**src/rtl/microcode_sequencer_if.sv**
```systemverilog
// Bus bundle for microcode_sequencer: run gate, live opcode/flags, microcode loader port and outputs.
// The step_req signal exists only when MICROSEQ_SINGLE_STEP_EN is defined.
interface microcode_sequencer_if #(
  parameter int OPCODE_W = 4,
  parameter int STEP_W   = 3,
  parameter int CW_W     = 12,
  parameter int FLAG_W   = 2
);
  localparam int FSW = $clog2(FLAG_W);

  logic                         run;
  logic [OPCODE_W-1:0]          opcode;
  logic [FLAG_W-1:0]            flags;
  logic                         ucode_we;
  logic [OPCODE_W+STEP_W-1:0]   ucode_addr;
  logic [CW_W+3+FSW-1:0]        ucode_wdata;
`ifdef MICROSEQ_SINGLE_STEP_EN
  logic                         step_req;
`endif
  logic [CW_W-1:0]              out;
  logic [STEP_W-1:0]            step_out;
  logic                         halted;
  logic [1:0]                   dbg_state;

  // Control-side inputs are sampled on the rising edge; outputs are combinational or registered.
`ifdef MICROSEQ_SINGLE_STEP_EN
  modport master (output run, opcode, flags, ucode_we, ucode_addr, ucode_wdata, step_req,
                  input out, step_out, halted, dbg_state);
  modport slave  (input run, opcode, flags, ucode_we, ucode_addr, ucode_wdata, step_req,
                  output out, step_out, halted, dbg_state);
`else
  modport master (output run, opcode, flags, ucode_we, ucode_addr, ucode_wdata,
                  input out, step_out, halted, dbg_state);
  modport slave  (input run, opcode, flags, ucode_we, ucode_addr, ucode_wdata,
                  output out, step_out, halted, dbg_state);
`endif
endinterface

```
**src/rtl/microcode_sequencer.sv**
```systemverilog
// Writable-store microcode sequencer with variable-length instructions, flag-conditional steps and halt latch.
// Optional MICROSEQ_SINGLE_STEP_EN gates every advance on bus.step_req.
module microcode_sequencer #(
  parameter int OPCODE_W = 4,
  parameter int STEP_W   = 3,
  parameter int CW_W     = 12,
  parameter int FLAG_W   = 2,
  parameter int HLT_BIT  = 11
) (
  input  logic                 clk,
  input  logic                 rst,
  microcode_sequencer_if.slave bus
);
  localparam int FSW    = $clog2(FLAG_W);
  localparam int ADDR_W = OPCODE_W + STEP_W;
  localparam int WORD_W = CW_W + 3 + FSW;
  localparam int DEPTH  = 1 << ADDR_W;

  localparam logic [1:0] ST_IDLE = 2'd0;
  localparam logic [1:0] ST_RUN  = 2'd1;
  localparam logic [1:0] ST_HALT = 2'd2;

  logic [WORD_W-1:0] r_mem [DEPTH];
  logic [STEP_W-1:0] r_step;
  logic              r_halted;

  logic [WORD_W-1:0] w_word;
  logic [CW_W-1:0]   w_ctrl;
  logic              w_last;
  logic              w_cond;
  logic              w_cond_inv;
  logic [FSW-1:0]    w_cond_sel;
  logic              w_squash;
  logic              w_step_req;
  logic              w_advance;
  logic              w_halt_set;
  logic [CW_W-1:0]   w_out;

  assign w_word     = r_mem[{bus.opcode, r_step}];
  assign w_ctrl     = w_word[CW_W-1:0];
  assign w_last     = w_word[CW_W];
  assign w_cond     = w_word[CW_W+1];
  assign w_cond_inv = w_word[CW_W+2];
  assign w_cond_sel = w_word[CW_W+3 +: FSW];
  assign w_squash   = w_cond && ((bus.flags[w_cond_sel] ^ w_cond_inv) == 1'b0);

`ifdef MICROSEQ_SINGLE_STEP_EN
  assign w_step_req = bus.step_req;
`else
  assign w_step_req = 1'b1;
`endif

  assign w_advance  = bus.run && !r_halted && w_step_req;

  always_comb begin
    w_out = '0;
    if (r_halted) begin
      w_out[HLT_BIT] = 1'b1;
    end else if (bus.run && !w_squash) begin
      w_out = w_ctrl;
    end
  end

  // A halting step latches before 'last' can reset the step, so the halt word stays addressed.
  assign w_halt_set = w_advance && w_out[HLT_BIT];

  always_ff @(posedge clk) begin
    if (rst) begin
      r_step   <= '0;
      r_halted <= 1'b0;
    end else if (!r_halted && !bus.run) begin
      r_step   <= '0;
    end else if (w_halt_set) begin
      r_halted <= 1'b1;
    end else if (w_advance) begin
      r_step   <= w_last ? '0 : r_step + 1'b1;
    end
  end

  // The store has no reset: loader writes must land even while rst is held.
  always_ff @(posedge clk) begin
    if (bus.ucode_we) begin
      r_mem[bus.ucode_addr] <= bus.ucode_wdata;
    end
  end

  always_comb begin
    bus.dbg_state = ST_IDLE;
    if (r_halted) begin
      bus.dbg_state = ST_HALT;
    end else if (bus.run) begin
      bus.dbg_state = ST_RUN;
    end
  end

  assign bus.out      = w_out;
  assign bus.step_out = r_step;
  assign bus.halted   = r_halted;
endmodule

```
**src/flat_wrapper.sv**
```systemverilog
// flat-port wrapper written by rule: the top's interface ports become plain ports
module microcode_sequencer_flat 
#(
  parameter int OPCODE_W = 4,
  parameter int STEP_W   = 3,
  parameter int CW_W     = 12,
  parameter int FLAG_W   = 2,
  parameter int HLT_BIT  = 11
)
  (clk, rst, bus_run, bus_opcode, bus_flags, bus_ucode_we, bus_ucode_addr, bus_ucode_wdata, bus_out, bus_step_out, bus_halted, bus_dbg_state);
  microcode_sequencer_if #(.OPCODE_W(OPCODE_W), .STEP_W(STEP_W), .CW_W(CW_W), .FLAG_W(FLAG_W)) bus_i ();
  input  logic clk;
  input  logic rst;
  input wire logic [$bits(bus_i.run)-1:0] bus_run;
  input wire logic [$bits(bus_i.opcode)-1:0] bus_opcode;
  input wire logic [$bits(bus_i.flags)-1:0] bus_flags;
  input wire logic [$bits(bus_i.ucode_we)-1:0] bus_ucode_we;
  input wire logic [$bits(bus_i.ucode_addr)-1:0] bus_ucode_addr;
  input wire logic [$bits(bus_i.ucode_wdata)-1:0] bus_ucode_wdata;
  output wire logic [$bits(bus_i.out)-1:0] bus_out;
  output wire logic [$bits(bus_i.step_out)-1:0] bus_step_out;
  output wire logic [$bits(bus_i.halted)-1:0] bus_halted;
  output wire logic [$bits(bus_i.dbg_state)-1:0] bus_dbg_state;
  assign bus_i.run = bus_run;
  assign bus_i.opcode = bus_opcode;
  assign bus_i.flags = bus_flags;
  assign bus_i.ucode_we = bus_ucode_we;
  assign bus_i.ucode_addr = bus_ucode_addr;
  assign bus_i.ucode_wdata = bus_ucode_wdata;
  assign bus_out = bus_i.out;
  assign bus_step_out = bus_i.step_out;
  assign bus_halted = bus_i.halted;
  assign bus_dbg_state = bus_i.dbg_state;
  microcode_sequencer #(.OPCODE_W(OPCODE_W), .STEP_W(STEP_W), .CW_W(CW_W), .FLAG_W(FLAG_W), .HLT_BIT(HLT_BIT)) u_core (.clk(clk), .rst(rst), .bus(bus_i));
endmodule
```
**config.mk**
```make
export PLATFORM = sky130hd
export DESIGN_NAME = microcode_sequencer_flat
export DESIGN_NICKNAME = d
export VERILOG_FILES = /design/src/rtl/microcode_sequencer_if.sv /design/src/rtl/microcode_sequencer.sv /design/src/flat_wrapper.sv
export SDC_FILE = /design/constraint.sdc
export NUM_CORES = 2
export LEC_CHECK = 0
export ABC_AREA = 0
export CAP_MARGIN = 15
export CORE_ASPECT_RATIO = 0.9
export CORE_UTILIZATION = 35
export CTS_CLUSTER_SIZE = 12
export DETAILED_ROUTE_END_ITERATION = 10
export SYNTH_ARGS = -nofsm -noshare
export SYNTH_HDL_FRONTEND = slang
export SYNTH_SLANG_ARGS = --single-unit
```
**constraint.sdc**
```tcl
create_clock -name clk -period 11.7 [get_ports clk]
set_clock_uncertainty 0.15 [all_clocks]
set_input_delay 1.755 -clock clk [delete_from_list [all_inputs] [get_ports clk]]
set_output_delay 1.755 -clock clk [all_outputs]
set_load 0.05 [all_outputs]
```
Word level (Yosys, flattened, before mapping)
Memory sizes are Yosys's and may differ from the RTL's.
Index checks and enable logic that the tools add are counted.

cells by class
  $lt $le $gt $ge = 1
  $add $sub $neg = 1
  reduce and logical (&&, ||, !) cells = 11
  multiplexer cells = 10
  bitwise gates (word level) = 4

operator list
  kind                                                 number
  2-to-1 mux 12 bit                                    1
  2-to-1 mux 11 bit                                    1
  2-to-1 mux 1 bit                                     6
  logical AND 1 bit                                    5
  AND reduction 2 bit                                  2
  adder 3 x 1 -> 3 bit (second input constant)         1
  zero test 1 bit                                      3
  2-to-1 mux 3 bit                                     1
  NOT 1 bit                                            3
  < comparator 1 x 2 -> 1 bit (second input constant)  1
  2-to-1 mux 2 bit                                     1
  OR reduction 2 bit                                   1
  bitwise XOR 1 bit                                    1

storage, ports and cells
  memory bits (writable) = 2,048
  output and inout port bits = 18
  input bits = 33
  bits in registers = 4
  word-level logic and storage cells = 30
  memories kept = 1

memory list
  memory        words  bits a word  read ports  clocked after Yosys merged registers in  write ports  line                       RTL
  u_core.r_mem  128    16           1           0                                        1            microcode_sequencer.sv:23  logic [WORD_W-1:0] r_mem [DEPTH];

Logic depth before layout (Yosys ltp)
An unclocked memory read counts as a cell.

  word-level depth = 13
  depth in mapped cells = 15
  gate-level depth less buffers = 9

Worst setup path before layout
OpenSTA, ideal clock, no wires.

  path type = input to output
  from = input bus_opcode[1]
  to = output bus_out[0]
  data required time = 9,795 ps
  data arrival time = 4,661 ps
  stages = 10
  slack = 5,134 ps
  buffers on the path = 3
  path through = clkbuf_1 -> clkbuf_1 -> mux4_2 -> mux2_2 -> and3_1 -> a311oi_2 -> xor2_1 -> o21ai_1 -> clkbuf_1 -> a21oi_1

between the ends
  word-level cells in the longest chain between the ends = 10

RTL lines
  element                                               line                       RTL
  from (decl)                                           flat_wrapper.sv:15         input wire logic [$bits(bus_i.opcode)-1:0] bus_opcode;
  memory (128 x 16 bit) (*)                             n/a
  2-to-1 mux 1 bit (implied by the code) (2 in series)  microcode_sequencer.sv:45  assign w_squash = w_cond && ((bus.flags[w_cond_sel] ^ w_cond_inv) == 1'b0);
  bitwise XOR 1 bit                                     microcode_sequencer.sv:45
  NOT 1 bit                                             microcode_sequencer.sv:45
  logical AND 1 bit                                     microcode_sequencer.sv:45
  zero test 1 bit                                       microcode_sequencer.sv:59  end else if (bus.run && !w_squash) begin
  logical AND 1 bit                                     microcode_sequencer.sv:59
  2-to-1 mux 12 bit (*)                                 microcode_sequencer.sv:59
  2-to-1 mux 11 bit (*)                                 microcode_sequencer.sv:57  if (r_halted) begin
  to (decl)                                             flat_wrapper.sv:20         output wire logic [$bits(bus_i.out)-1:0] bus_out;

Mark *: on every way between the ends. The rest lies on a longest branch, timed or not. The select of a mux whose other input is x is not followed.

Worst setup path in the final report
  from = input bus_opcode[3]
  to = output bus_out[6]

Same word-level chain as after synthesis.

==> impl_metrics.py <==
metrics = {
    "hold_path": {
        "hold_path_class": "flop to flop",
        "whs_endpoint": "u_core.bus.halted",
        "min_path_cells": 3,
        "hp-start": "u_core.bus.halted",
    },
    "worst_setup_path": {
        "end_kind": "primary output",
        "rrSetupSlack_ps": 6290,
        "worstSetupPathType": "input port to primary output",
        "cp.arrival_ps": 6710,
        "crit_fanout": 23,
        "rr_endpoint": "u_core.bus.step_out[2]",
        "cp_data_required_time_ps": 9800,
        "cp-start-kind": "input port",
        "ff2ff_path_depth": 11,
        "r2r-start": "u_core.bus.step_out[0]",
    },
    "detailed_routing": {
        "drt_first_iter_violations": 5047,
        "drt-total-wl_mm": 203.2,
        "drc": 0,
        "drt-pass1-iter-count": 7,
        "vias_per_cell": 5.562,
        "antenna_left": 0,
        "num_vias": 37110,
        "wl_per_cell_um": 30.46,
    },
    "floorplan": {
        "boundaryPins": 51,
        "start_util": 0.3537,
        "die_w_um": 502.5,
        "core_um2": 223000,
        "die_y_um": 452.4,
        "dieArea_um2": 227300,
        "row_count": 164,
    },
    "clock_network": {
        "cts_setup_buffers": 0,
        "numCtsBuffers": 200,
        "cts.sinks": 2052,
        "cts_buffer_depth": 3,
        "cts_tree": "built",
        "cts_resized": 0,
        "root_buffer": "clkbuf_16",
        "insertion_delay_ps": 840,
        "htreeDepth": 4,
        "clkTransAtPathRegs_ps": 60,
        "hold_buffers": 0,
    },
    "timing": {
        "rsz0062_at_grt": "false",
        "finalHoldViolCount": 0,
        "slew_viol_final": 0,
        "tightest_slew_ps": 1195,
        "period_minus_slack_ps": 8620,
        "fmax_ghz": 0.1160,
        "slew_headroom": 0.2012,
        "fin_crit_sh": 0.7367,
        "setup_viol": 0,
        "tns_ps": 0,
    },
    "cells_and_area": {
        "drive_gt1_frac": 0.2993,
        "final_nets": 3607,
        "num-fill-cells": 19350,
        "utilization": 0.4013,
        "area_delta_synth_final_pct": 13.45,
        "multi_input_area_um2": 16680,
        "seqCellArea_um2": 61590,
    },
    "synthesis": {
        "async_flop_share": 0,
        "synth_warnings": 0,
        "synth_area_um2": 78890,
        "ys_seq_area_frac": 0.7805,
        "yosys-top-cells-area": "edfxtp_1, mux4_2, mux2i_1, nor2_1, clkbuf_1",
        "synth_top_area_frac": 0.7795,
        "ys_ff_latch": 2052,
        "syn_nets": 3360,
        "synth_enable_flop_cells": 2048,
        "synth_ff_type": "edfxtp_1",
        "ys_types": 57,
        "synth_area_leader_cell": "edfxtp_1",
        "netlist_instances": 3326,
        "avgSynthCellArea_um2": 23.72,
    },
    "global_routing": {
        "grt_overflow": 0,
        "antenna_found_initial": 20,
        "grt_pass1_wl_mm": 285.9,
        "grt_pass1_vias": 36500,
        "grt_max_degree": 122,
        "grt.total_usage": 0.1781,
    },
    "pwr": {
        "finalPower_mw": 14.55,
        "p_leak_nw": 26.29,
        "p_per_area_nw_per_um2": 162.6,
        "irDropWorstVdd_uv": 129.7,
    },
    "placement": {
        "portBuffers": 50,
        "gp_congestion": 0.9113,
        "hpwlAfterDp_mm": 119.2,
    },
    "status": {
        "run_status": "complete, no violations",
    },
    "flow_run": {
        "cap_violations": 0,
    },
}
[cell usage after synthesis, types with 2 or more instances]
cell type	instances
a22o_1	2
dfxtp_1	4
o31ai_1	2
nand4b_1	2
nor3_1	11
o21ai_0	10
mux2_2	10
a31oi_1	4
a21boi_0	2
a211oi_1	7
clkinv_1	2
edfxtp_1	2048
nor2_1	144
nand2_1	77
a22oi_1	30
buf_4	15
buf_6	6
mux4_2	606
o2111ai_1	2
a221oi_1	3
o21bai_1	3
a21oi_1	26
and3_1	3
o211ai_1	5
clkbuf_1	84
nand3_1	21
nor2b_1	15
o22ai_1	4
or3_1	5
o221ai_1	2
nand4_1	8
and2_1	7
buf_2	57
nand2b_1	6
a211o_1	2
mux2i_1	56
buf_1	15
[per-stage QoR]
| step | setup WS [ps] | cells | area (um^2) | hold slack (ps) |
|---|---|---|---|---|
| final | 3080 | 6672 | 89500 | 948.2 |
| after global routing | 2734 | 6672 | 89500 | 944.3 |
| after CTS | 2909 | 6670 | 89500 | 962.7 |
| after detailed placement | 3181 | 6359 | 83810 | 962.0 |
| after global placement | 3207 | 6359 | 83810 | 940.1 |
| after floorplan | 5134 | 3326 | 78890 | 755.2 |
[cells in the final DEF, fill, tap and decap left out, types with 8 or more instances in the layout]
cell and count:
edfxtp_1 2048, mux4_2 606, clkbuf_16 202, buf_4 187, nor2_1 87, nand2_1 77
clkbuf_1 63, mux2i_1 56, nor2_2 50, clkdlybuf4s50_1 31, a22oi_1 30, clkinv_1 29
a21oi_1 26, nand3_1 21, nor2b_1 15, mux2_2 10, o21ai_0 10, nor3_2 9
nand4_1 8, nor2_4 8
[sequential cells by signal, summed over array words and instances, names as in the netlist]
name	flops
u_core.bus.step_out	3
u_core.bus.halted	1
u_core.r_mem	2048
[kinds of logic (layout without fill, tap and decap cells)]
kind of cell,Yosys count,in the layout,share of synthesized area
xor+xnor,1,1,0.0001110
other cells,0,2,0
buf+inv,182,538,0.01099
compound gates,114,114,0.009991
mux,672,672,0.1815
simple gates,304,304,0.01670
flops,2052,2052,0.7805
fa+ha+maj,1,1,0.0001586
[metal layers]
metal,up-vias,routed length (um),GRT usage
met5,-,0,0
met4,0,4729,0.04764
met3,262,17320,0.03475
met2,1711,93680,0.2678
met1,20400,87470,0.2640
li1,14730,-,-
[where the power goes]
group / switching, mW / internal (mW) / total, mW / leakage [nW]
Clock: 2.62 / 3.19 / 5.81 / 2.74
Sequential: 0.0110 / 8.12 / 8.13 / 18.4
Combinational: 0.398 / 0.219 / 0.617 / 5.10
[how the worst max path moves through the flow]
stage                                 startpoint         end  slack (ps)  depth (start not counted)
after floorplan                    bus_opcode[1]  bus_out[0]        5130                         10
after global placement             bus_opcode[3]  bus_out[6]        3210                         11
after detailed placement           bus_opcode[3]  bus_out[6]        3180                         11
after CTS                 u_core.bus.step_out[0]  bus_out[1]        2910                         10
after global routing      u_core.bus.step_out[0]  bus_out[1]        2730                         10
final                              bus_opcode[3]  bus_out[6]        3080                         11
[critical path: stages]
cell and delay [ps]:
clkdlybuf4s50_1 940, inv_1 180, buf_4 350, mux4_2 560
mux2_2 270, and3_1 210, a311oi_2 330, xor2_1 150
o21ai_1 890, a21oi_1 250, clkdlybuf4s50_1 780
[cell type report]
| cell class | count | area share |
|---|---|---|
| inverters | 4 | 0.0002237 |
| multi-input cells | 1092 | 0.1863 |
| clock buffers | 265 | 0.05912 |
| diodes | 2 | 0.00005592 |
| clock inverters | 46 | 0.004432 |
| repair buffers | 223 | 0.01993 |
| flip-flops and latches | 2052 | 0.6881 |
| well taps | 2988 | 0.04177 |
Power figures use the tool's default switching activity.
